<file path="src/rtl/iob_pfsm_loader_pkg.sv">
// Shared types and sizing helpers for the PFSM LUT loader.
// The sizing formulas match the ones the PFSM itself uses.
package iob_pfsm_loader_pkg;

   typedef enum logic [2:0] {
      ST_IDLE    = 3'd0,
      ST_RST_ON  = 3'd1,
      ST_SEL     = 3'd2,
      ST_FETCH   = 3'd3,
      ST_WR_MEM  = 3'd4,
      ST_RST_OFF = 3'd5,
      ST_DONE    = 3'd6
   } state_t;

   function automatic int ceil_div(input int num, input int den);
      return (num + den - 1) / den;
   endfunction

   function automatic int calc_n_words(input int state_w, input int output_w, input int data_w);
      return ceil_div(state_w + output_w, data_w);
   endfunction

   function automatic int calc_depth(input int state_w, input int input_w);
      return 1 << (state_w + input_w);
   endfunction

   function automatic int calc_n_bytes(input int data_w);
      return ceil_div(data_w, 8);
   endfunction

endpackage

</file>
<file path="src/rtl/iob_pfsm_loader_req.sv">
// IOb write request holding register: loads a request when idle, holds it
// until the subordinate accepts, then drops avalid and the strobes.
module iob_pfsm_loader_req
   import iob_pfsm_loader_pkg::*;
#(
   parameter int ADDR_W  = 6,
   parameter int DATA_W  = 32,
   parameter int N_BYTES = 4
) (
   input  logic               clk_i,
   input  logic               cke_i,
   input  logic               arst_i,
   input  logic               load_i,
   input  logic [ADDR_W-1:0]  addr_i,
   input  logic [DATA_W-1:0]  wdata_i,
   input  logic               ready_i,
   output logic               avalid_o,
   output logic [ADDR_W-1:0]  addr_o,
   output logic [DATA_W-1:0]  wdata_o,
   output logic [N_BYTES-1:0] wstrb_o,
   output logic               accept_o
);

   logic               avalid_q, avalid_d;
   logic [ADDR_W-1:0]  addr_q, addr_d;
   logic [DATA_W-1:0]  wdata_q, wdata_d;
   logic [N_BYTES-1:0] wstrb_q, wstrb_d;

   assign accept_o = avalid_q & ready_i;

   always_comb begin
      avalid_d = avalid_q;
      addr_d   = addr_q;
      wdata_d  = wdata_q;
      wstrb_d  = wstrb_q;
      if (accept_o) begin
         avalid_d = 1'b0;
         wstrb_d  = '0;
      end else if (load_i && !avalid_q) begin
         avalid_d = 1'b1;
         addr_d   = addr_i;
         wdata_d  = wdata_i;
         wstrb_d  = '1;
      end
   end

   always_ff @(posedge clk_i or posedge arst_i) begin
      if (arst_i) begin
         avalid_q <= 1'b0;
         addr_q   <= '0;
         wdata_q  <= '0;
         wstrb_q  <= '0;
      end else if (cke_i) begin
         avalid_q <= avalid_d;
         addr_q   <= addr_d;
         wdata_q  <= wdata_d;
         wstrb_q  <= wstrb_d;
      end
   end

   assign avalid_o = avalid_q;
   assign addr_o   = addr_q;
   assign wdata_o  = wdata_q;
   assign wstrb_o  = wstrb_q;

endmodule

</file>
<file path="src/rtl/iob_pfsm_loader.sv">
// Programs a PFSM LUT over its IOb CSR port from a word stream:
// SOFTRESET=1, then per LUT word a MEM_WORD_SELECT write and DEPTH entries, then SOFTRESET=0.
module iob_pfsm_loader
   import iob_pfsm_loader_pkg::*;
#(
   parameter int DATA_W               = 32,
   parameter int ADDR_W               = 6,
   parameter int STATE_W              = 2,
   parameter int INPUT_W              = 1,
   parameter int OUTPUT_W             = 1,
   parameter int SOFTRESET_ADDR       = 0,
   parameter int MEM_WORD_SELECT_ADDR = 4,
   parameter int MEMORY_ADDR          = 32
) (
   input  logic                    clk_i,
   input  logic                    cke_i,
   input  logic                    arst_i,
   input  logic                    start_i,
   output logic                    busy_o,
   output logic                    done_o,
   input  logic                    s_valid_i,
   input  logic [DATA_W-1:0]       s_data_i,
   output logic                    s_ready_o,
   output logic                    iob_avalid_o,
   output logic [ADDR_W-1:0]       iob_addr_o,
   output logic [DATA_W-1:0]       iob_wdata_o,
   output logic [(DATA_W+7)/8-1:0] iob_wstrb_o,
   input  logic                    iob_rvalid_i,
   input  logic [DATA_W-1:0]       iob_rdata_i,
   input  logic                    iob_ready_i
);

   localparam int N_WORDS = calc_n_words(STATE_W, OUTPUT_W, DATA_W);
   localparam int DEPTH   = calc_depth(STATE_W, INPUT_W);
   localparam int N_BYTES = calc_n_bytes(DATA_W);
   localparam int A_W     = STATE_W + INPUT_W;
   localparam int W_W     = (N_WORDS > 1) ? $clog2(N_WORDS) : 1;

   localparam logic [A_W-1:0] A_LAST = A_W'(DEPTH - 1);
   localparam logic [W_W-1:0] W_LAST = W_W'(N_WORDS - 1);

   if (MEMORY_ADDR + DEPTH * N_BYTES > (1 << ADDR_W)) begin : g_addr_overflow
      $error("iob_pfsm_loader: LUT window does not fit in ADDR_W address bits");
   end

   // Write-only initiator: the read response channel is intentionally dropped.
   logic unused_iob_rd;
   assign unused_iob_rd = ^{iob_rvalid_i, iob_rdata_i};

   state_t          state_q, state_d;
   logic [A_W-1:0]  a_q, a_d;
   logic [W_W-1:0]  w_q, w_d;
   logic            busy_q, busy_d;
   logic            done_q, done_d;
   logic            s_ready_q, s_ready_d;

   logic              req_ld;
   logic [ADDR_W-1:0] req_addr;
   logic [DATA_W-1:0] req_wdata;
   logic              accept;
   logic [ADDR_W-1:0] mem_addr;

   assign mem_addr = ADDR_W'(MEMORY_ADDR) + ADDR_W'(a_q) * ADDR_W'(N_BYTES);

   always_comb begin
      state_d   = state_q;
      a_d       = a_q;
      w_d       = w_q;
      req_ld    = 1'b0;
      req_addr  = '0;
      req_wdata = '0;
      case (state_q)
         ST_IDLE: begin
            if (start_i) begin
               state_d = ST_RST_ON;
               a_d     = '0;
               w_d     = '0;
            end
         end
         ST_RST_ON: begin
            req_ld    = 1'b1;
            req_addr  = ADDR_W'(SOFTRESET_ADDR);
            req_wdata = DATA_W'(1);
            if (accept) state_d = ST_SEL;
         end
         ST_SEL: begin
            req_ld    = 1'b1;
            req_addr  = ADDR_W'(MEM_WORD_SELECT_ADDR);
            req_wdata = DATA_W'(w_q);
            if (accept) state_d = ST_FETCH;
         end
         ST_FETCH: begin
            // The beat goes straight into the request register; WR_MEM only waits for accept.
            if (s_valid_i && s_ready_q) begin
               req_ld    = 1'b1;
               req_addr  = mem_addr;
               req_wdata = s_data_i;
               state_d   = ST_WR_MEM;
            end
         end
         ST_WR_MEM: begin
            if (accept) begin
               if (a_q != A_LAST) begin
                  a_d     = a_q + 1'b1;
                  state_d = ST_FETCH;
               end else if (w_q != W_LAST) begin
                  a_d     = '0;
                  w_d     = w_q + 1'b1;
                  state_d = ST_SEL;
               end else begin
                  state_d = ST_RST_OFF;
               end
            end
         end
         ST_RST_OFF: begin
            req_ld    = 1'b1;
            req_addr  = ADDR_W'(SOFTRESET_ADDR);
            req_wdata = '0;
            if (accept) state_d = ST_DONE;
         end
         ST_DONE:  state_d = ST_IDLE;
         default:  state_d = ST_IDLE;
      endcase
      busy_d    = (state_d != ST_IDLE) && (state_d != ST_DONE);
      done_d    = (state_d == ST_DONE);
      s_ready_d = (state_d == ST_FETCH);
   end

   always_ff @(posedge clk_i or posedge arst_i) begin
      if (arst_i) begin
         state_q   <= ST_IDLE;
         a_q       <= '0;
         w_q       <= '0;
         busy_q    <= 1'b0;
         done_q    <= 1'b0;
         s_ready_q <= 1'b0;
      end else if (cke_i) begin
         state_q   <= state_d;
         a_q       <= a_d;
         w_q       <= w_d;
         busy_q    <= busy_d;
         done_q    <= done_d;
         s_ready_q <= s_ready_d;
      end
   end

   iob_pfsm_loader_req #(
      .ADDR_W (ADDR_W),
      .DATA_W (DATA_W),
      .N_BYTES(N_BYTES)
   ) u_req (
      .clk_i   (clk_i),
      .cke_i   (cke_i),
      .arst_i  (arst_i),
      .load_i  (req_ld),
      .addr_i  (req_addr),
      .wdata_i (req_wdata),
      .ready_i (iob_ready_i),
      .avalid_o(iob_avalid_o),
      .addr_o  (iob_addr_o),
      .wdata_o (iob_wdata_o),
      .wstrb_o (iob_wstrb_o),
      .accept_o(accept)
   );

   assign busy_o    = busy_q;
   assign done_o    = done_q;
   assign s_ready_o = s_ready_q;

endmodule
</file>
<file path="config.mk">
export PLATFORM = sky130hd
export DESIGN_NAME = iob_pfsm_loader
export DESIGN_NICKNAME = d
export VERILOG_FILES = /design/src/rtl/iob_pfsm_loader_pkg.sv /design/src/rtl/iob_pfsm_loader_req.sv /design/src/rtl/iob_pfsm_loader.sv
export SDC_FILE = /design/constraint.sdc
export NUM_CORES = 1
export LEC_CHECK = 0
export CORE_MARGIN = 10
export CORE_UTILIZATION = 44
export DETAILED_ROUTE_END_ITERATION = 8
export HOLD_SLACK_MARGIN = 0.05
export PLACE_DENSITY_LB_ADDON = 0.08
export SLEW_MARGIN = 20
export SYNTH_ARGS = -nofsm -noshare
export SYNTH_HDL_FRONTEND = slang
export SYNTH_HIERARCHICAL = 1
export SYNTH_SLANG_ARGS = --single-unit
</file>
<file path="constraint.sdc">
create_clock -name clk_i -period 3.05 [get_ports clk_i]
set_input_delay 0.4575 -clock clk_i [delete_from_list [all_inputs] [get_ports clk_i]]
set_output_delay 0.4575 -clock clk_i [all_outputs]
set_load 0.01 [all_outputs]
</file>
==> key figures, run 1 <==
Run status
  – Status: completed

Clock tree
  – # clock sinks: 48
  – CTS tree: yes
  – Post-CTS Hold Fix Bufs: 0
  – Clock latency on the worst-skew pair: 0.29 ns
  – Maximum root-to-sink buffer count: 2
  – Root Driver: clkbuf_8
  – Post-CTS sizing: 0
  – H-tree depth: 2
  – Post-CTS setup buffers: 0
  – CTS buffer count: 5
  – CTS clk-pin slew, worst paths: 0.08 ns

Routing
  – DR vias/cell: 4.91
  – First-pass detailed-route iteration total: 4
  – Antenna-violating nets left: 0
  – Routed WL per cell: 16.3 um
  – Drt total wl: 5560 um
  – DR DRC count: 0
  – DR iter-0 viols: 67
  – DR vias: 1673

Setup path
  – CP Data Required Time: 3.23 ns
  – Worst EP arrival: 2.27 ns
  – Startpoint types: input port
  – Crit Path Category: in -> reg
  – Crit. End Element: flop
  – Critical path peak fanout: 16

STA
  – Count of final setup violators: 0
  – Fin. Hold Viols: 0
  – Final Max Tran Viols: 0
  – Period utilization: 68.3%
  – Fmax: 480 MHz
  – Setup_tns: 0 ns
  – Worst Skew: 0.00221 ns
  – Worst setup margin: 0.966 ns
  – RSZ-0062 raised after global routing: false
  – Tmin final: 2.08 ns

Pwr
  – Worst VDD drop: about 0.48 mV
  – Clock group share of total power: 16.9%
  – Leak pwr: ~1.6 nW
  – Seq pwr share: 39.4%
  – NetSw: 746 uW
  – PwrDens: 688 nW/um^2
  – Int Pwr: 1.55 mW
  – Comb power frac: 43.7%
  – Sw frac: 32.5%

Flow run
  – Maxcap violations: 0

Synthesis
  – Synth async-reset ratio: 100%
  – Synth Register Bits: 48
  – Primary FF master, synth: dfrtp_1
  – Yosys cell types: 32
  – Syn Area/Cell: 12.6 sq um
  – Mapped Area: 2410 sq um
  – Sequential area share after synthesis: 49.8%
  – Post-synth EDFFs: 0
  – Post-Synthesis Cells: 191
  – Synth warn: 6

Layout
  – ANT cells: 0
  – Post-layout nets: 343
  – Share of layout cells above drive strength 1: 21.0%
  – Fillers: 430
  – Area grow syn2layout: 38.4%

GRT
  – Initial antenna violation count: 0
  – Global-route wire length before repair: ~9000 um
  – Total GRT Usage: 12.9%
  – Vias in the first global route: 1716
  – Global route overflow: 0
  – Pin count of the biggest net entering global routing: 40

Worst hold path
  – Hold Crit Class: in -> async

Die
  – Initial Util: 46.3%
  – Die W: 94.0 um
  – Row cnt: 26
  – Die H: 94.0 um
  – Die area: 8840 sq um
  – Ports: 117
  – Core box area: 5200 sq um

Placement
  – Routability cong.: 0.778
  – Port Buffers: 83
  – DP Worst Slack: 0.637 ns
  – DP Wirelength: 4140 um
final timing paths:
| kind | from | end | depth (start not counted) | slack [ns] |
|---|---|---|---|---|
| max reg2reg | state_q[0]$_DFFE_PP0P_ | u_req/wdata_o[1]$_DFFE_PP0P_ | 6 | 1.08 |
| min reg2reg | done_o$_DFFE_PP0P_ | done_o$_DFFE_PP0P_ | 2 | 0.49 |
| min | arst_i | busy_o$_DFFE_PP0P_ | 2 | 0.46 |
| min in group clk_i | done_o$_DFFE_PP0P_ | done_o$_DFFE_PP0P_ | 2 | 0.49 |
| max | s_valid_i | u_req/wdata_o[1]$_DFFE_PP0P_ | 7 | 0.97 |
| max in group asynchronous | arst_i | u_req/addr_o[3]$_DFFE_PP0P_ | 3 | 2.08 |
flip-flops by register name, summed over array words and instances (netlist names):
register / count
u_req/wstrb_o: 1
done_o: 1
state_q: 3
u_req/wdata_o: 32
a_q: 3
u_req/addr_o: 6
busy_o: 1
s_ready_o: 1
through the flow:
| stage | cells | power (mW) | utilization [%] | instance area, sq um | hold WS (ns) |
|---|---|---|---|---|---|
| finish | 341 | 2.29 | 64.1 | 3330 | 0.463 |
| floorplan | 192 | 1.53 | - | 2410 | 0.285 |
| CTS | 341 | 2.34 | 64.1 | 3330 | 0.475 |
| detailed placement | 333 | 1.93 | 62.3 | 3240 | 0.469 |
| global placement | 333 | 1.92 | 62.3 | 3240 | 0.470 |
| global route | 341 | 2.46 | 64.1 | 3330 | 0.500 |
worst max-delay path, stage by stage:
cell and delay (ns):
clkdlybuf4s50_1 0.39, and2_1 0.23, o211ai_1 0.17, o21ai_0 0.19
nand3b_4 0.18, buf_4 0.27, mux2_2 0.37
area by class of cell:
cell class | count | area [sq um] | area share [%]
Multi-Input combinational cell | 122 | 1060 | 31.7
Timing Repair Buffer | 87 | 873 | 26.2
Inverter | 6 | 22.5 | 0.675
Sequential cell | 48 | 1200 | 36.0
Tap cell | 70 | 87.6 | 2.63
Clock inverter | 1 | 7.51 | 0.225
Clock buffer | 7 | 86.3 | 2.59
cells by family after synthesis:
logic type,share of synthesized area [%]
multiplexers,21.3
flip-flops,49.8
AND/OR/NAND/NOR,13.3
XOR/XNOR,0.364
buffers and inverters,6.49
AO/OA/AOI/OAI,7.42
other,0.156
adder cells (fa/ha/maj),1.04
power by group through the flow:
stage          Sequential [mW]  Combinational (mW)  Clock (mW)
2_1_floorplan            0.936               0.597           0
3_3_place_gp             0.909                1.01           0
3_5_place_dp             0.917                1.02           0
4_1_cts                  0.904                1.02       0.411
5_1_grt                  0.929                1.09       0.435
6_report                 0.903                1.00       0.389
layer usage:
metal | global-route usage [%] | routed length [um]
met4 | 3.42 | 41
met2 | 19.5 | 2590
met3 | 4.72 | 434
met5 | 0 | 0
met1 | 16.8 | 2490
synth_stat cells (2+ instances only):
cell type  number  share of area (%)
o211ai_1        2               0.62
a211oi_1        3               0.93
a31oi_1         2               0.52
buf_2           5                1.0
mux2_2         19                8.9
mux2_4         20                 12
inv_2           2               0.31
nand2_1         4               0.62
o21ai_1         3               0.62
a22o_1          3                1.1
dfrtp_1        48                 50
and2_1         35                9.1
ha_1            2                1.0
buf_6           7                3.3
a21oi_1         7                1.5
nor2_1          5               0.78
buf_4           4                1.2
inv_1           4               0.62
o21ai_0         3               0.62
placed cells by master (no fill, tap or decap), drive strengths merged:
master	count
a211oi	3
a21oi	7
a22o	3
a31oi	3
and2	35
and3	1
and4	1
buf	4
clkbuf	7
clkdlybuf4s50	83
clkinvlp	1
conb	2
dfrtp	48
ha	2
inv	6
mux2	39
nand2	4
nand2b	1
nand3b	1
nor2	5
nor2b	1
nor3b	1
o211ai	2
o21ai	6
o2bb2ai	1
o31ai	1
o41ai	1
or3	1
xnor2	1
No activity file was read; power rests on OpenSTA's default activity.
==> run 2, diff against run 1 <==
--- a/config.mk
+++ b/config.mk
@@ -6,7 +6,7 @@
 export NUM_CORES = 1
 export LEC_CHECK = 0
 export CORE_MARGIN = 10
-export CORE_UTILIZATION = 44
+export CORE_UTILIZATION = 37
 export DETAILED_ROUTE_END_ITERATION = 8
 export HOLD_SLACK_MARGIN = 0.05
 export PLACE_DENSITY_LB_ADDON = 0.08
==> constraint.sdc (replaced) <==
create_clock -name clk_i -period 1.7 [get_ports clk_i]
set_input_delay 0.255 -clock clk_i [delete_from_list [all_inputs] [get_ports clk_i]]
set_output_delay 0.255 -clock clk_i [all_outputs]
set_load 0.01 [all_outputs]
==> key figures, run 2 (synthesis gave the netlist of run 1 again) <==
STA
  – Tmin final: about 1.6 ns
  – Setup_tns: 0 ns
  – Count of final setup violators: 0
  – Final Max Tran Viols: 0
  – Worst Skew: between 0.003 and 0.004 ns
  – Fin. Hold Viols: 0
  – Worst setup margin: 0.0580 ns
  – WHS: 0.324 ns
  – Period utilization: 96.6%
  – Fmax: 609 MHz

Setup path
  – Reg2reg end: u_req/wdata_o[29]$_DFFE_PP0P_
  – R2R setup slack: 0.06 ns
  – Bufs and invs on worst path: 1
  – Critical R2R Launch: s_ready_o$_DFFE_PP0P_
  – Top delay family on crit path: flip-flops
  – Crit. End Element: flop
  – Slowest cell on crit path: dfrtp_1
  – CP Data Required Time: 1.88 ns
  – Crit Path Category: reg -> reg
  – Startpoint types: flop
  – Chain of cells forming the critical path: and2_4 > o211ai_1 > o21ai_2 > nand3b_4 > buf_8 > mux2_2
  – Worst R2R Path Depth: 6
  – Max incr delay on CP: 0.39 ns
  – Worst EP arrival: 1.82 ns
  – Critical path peak fanout: 8

Routing
  – DR vias: 1696
  – Drt total wl: 5980 um
  – Antenna-violating nets left: 0
  – Routed WL per cell: 16.4 um
  – DR DRC count: 0
  – DR iter-0 viols: 43
  – First-pass detailed-route iteration total: 4
  – DR vias/cell: 4.66

Clock tree
  – CTS buffer count: 5
  – Post-CTS Hold Fix Bufs: 0
  – H-tree depth: 2
  – Root Driver: clkbuf_8
  – Clock latency on the worst-skew pair: 0.30 ns
  – Maximum root-to-sink buffer count: 2
  – CTS clk-pin slew, worst paths: 0.09 ns
  – CTS tree: yes
  – # clock sinks: 48

Placement
  – Placed instance area: 3370 sq um
  – Routability cong.: 0.784
  – DP Worst Slack: -0.265 ns
  – Port Buffers: between 80 and 90
  – DP Wirelength: ~4500 um

Pwr
  – Seq pwr share: 34.1%
  – NetSw: around 1.4 mW
  – Sw frac: 31.5%
  – Worst VDD drop: 0.819 mV
  – Leak pwr: 1.68 nW
  – PwrDens: ~1300 nW/um^2
  – Comb power frac: 46.7%
  – Int Pwr: 3.12 mW
  – Power Total: roughly 4.6 mW
  – Clock group share of total power: 19.2%

Die
  – Die area: 10100 sq um
  – Row cnt: 29
  – Ports: 117
  – Initial Util: 38.0%
  – Core box area: 6350 sq um
  – Die W: a little over 100 um
  – Die H: 101 um

Layout
  – Largest register FFs: 32
  – Share of layout cells above drive strength 1: approximately a quarter
  – ANT cells: 0
  – Post-layout nets: approximately 360
  – Post-Layout Inst Area: between 3000 and 4000 sq um
  – Commonest cells after routing, fill and taps aside: clkdlybuf4s50_1 (83), dfrtp_1 (48), and2_1 (34), mux2_4 (20), mux2_2 (19)
  – Area grow syn2layout: 47.0%
  – Commonest non-fill, non-tap cell in the layout: clkdlybuf4s50_1

Flow run
  – Maxcap violations: 0

GRT
  – Initial antenna violation count: 0
  – Total GRT Usage: a little under an eighth
  – Global route overflow: 0
  – Pin count of the biggest net entering global routing: 40
  – Global-route wire length before repair: around 9600 um
  – Vias in the first global route: roughly 1800

Worst hold path
  – Hold Crit Class: in -> async

Run status
  – Status: completed
run 2: changes by cell type in the layout (fill, tap and decap cells not counted), sizes merged:
cell and delta:
clkinv +2, buf +15, inv -1, clkinvlp -1
bufinv +1
run 2: cell type report:
type	instances	area [sq um]
clock buffers	6	82.6
clock inverters	2	38.8
fillers	555	2810
inverters	6	22.5
multi-input cells	122	1060
flip-flops and latches	48	1200
well taps	77	96.3
repair buffers	103	1040
run 2: worst reg2reg max path, cell delays in order (launching register included):
cell and delay [ns]:
dfrtp_1 0.39, and2_4 0.15, o211ai_1 0.20, o21ai_2 0.11
nand3b_4 0.17, buf_8 0.17, mux2_2 0.35
run 2: how the worst max path moves through the flow:
stage                     cells past startpoint                            end                   from
final                                         6  u_req/wdata_o[29]$_DFFE_PP0P_  s_ready_o$_DFFE_PP0P_
after global routing                          6  u_req/wdata_o[29]$_DFFE_PP0P_  s_ready_o$_DFFE_PP0P_
after CTS                                     6  u_req/wdata_o[29]$_DFFE_PP0P_  s_ready_o$_DFFE_PP0P_
after detailed placement                      7  u_req/wdata_o[29]$_DFFE_PP0P_              s_valid_i
after global placement                        7  u_req/wdata_o[25]$_DFFE_PP0P_              s_valid_i
after floorplan                               8  u_req/wdata_o[10]$_DFFE_PP0P_  s_ready_o$_DFFE_PP0P_
run 2: routing by layer:
metal,track usage [%],vias up,share of wire (%)
met4,2.93,0,0.60
li1,-,844,-
met1,14.4,803,42
met3,4.18,4,7.5
met2,19.4,45,49
met5,0,-,0
run 2: metrics by stage:
step,util [%],std cells
after floorplan,-,192
after global placement,53.1,354
after detailed placement,53.1,354
after CTS,55.0,362
after global routing,55.8,364
final,55.8,364
run 2: what timing repair did:
item / 4_1_cts / 5_1_grt
endpoints found under the setup margin: 0 / 21
setup buffers: 0 / 1
hold endpoints to repair: 0 / 0
resized for setup: 0 / 5
run 2: power by group through the flow:
stage | logic (mW) | clock network [mW] | registers [mW]
2_1_floorplan | 1.11 | 0 | 1.68
3_3_place_gp | 2.06 | 0 | 1.57
3_5_place_dp | 2.07 | 0 | 1.58
4_1_cts | 2.08 | 0.909 | 1.56
5_1_grt | 2.33 | 0.949 | 1.59
6_report | 2.13 | 0.876 | 1.55
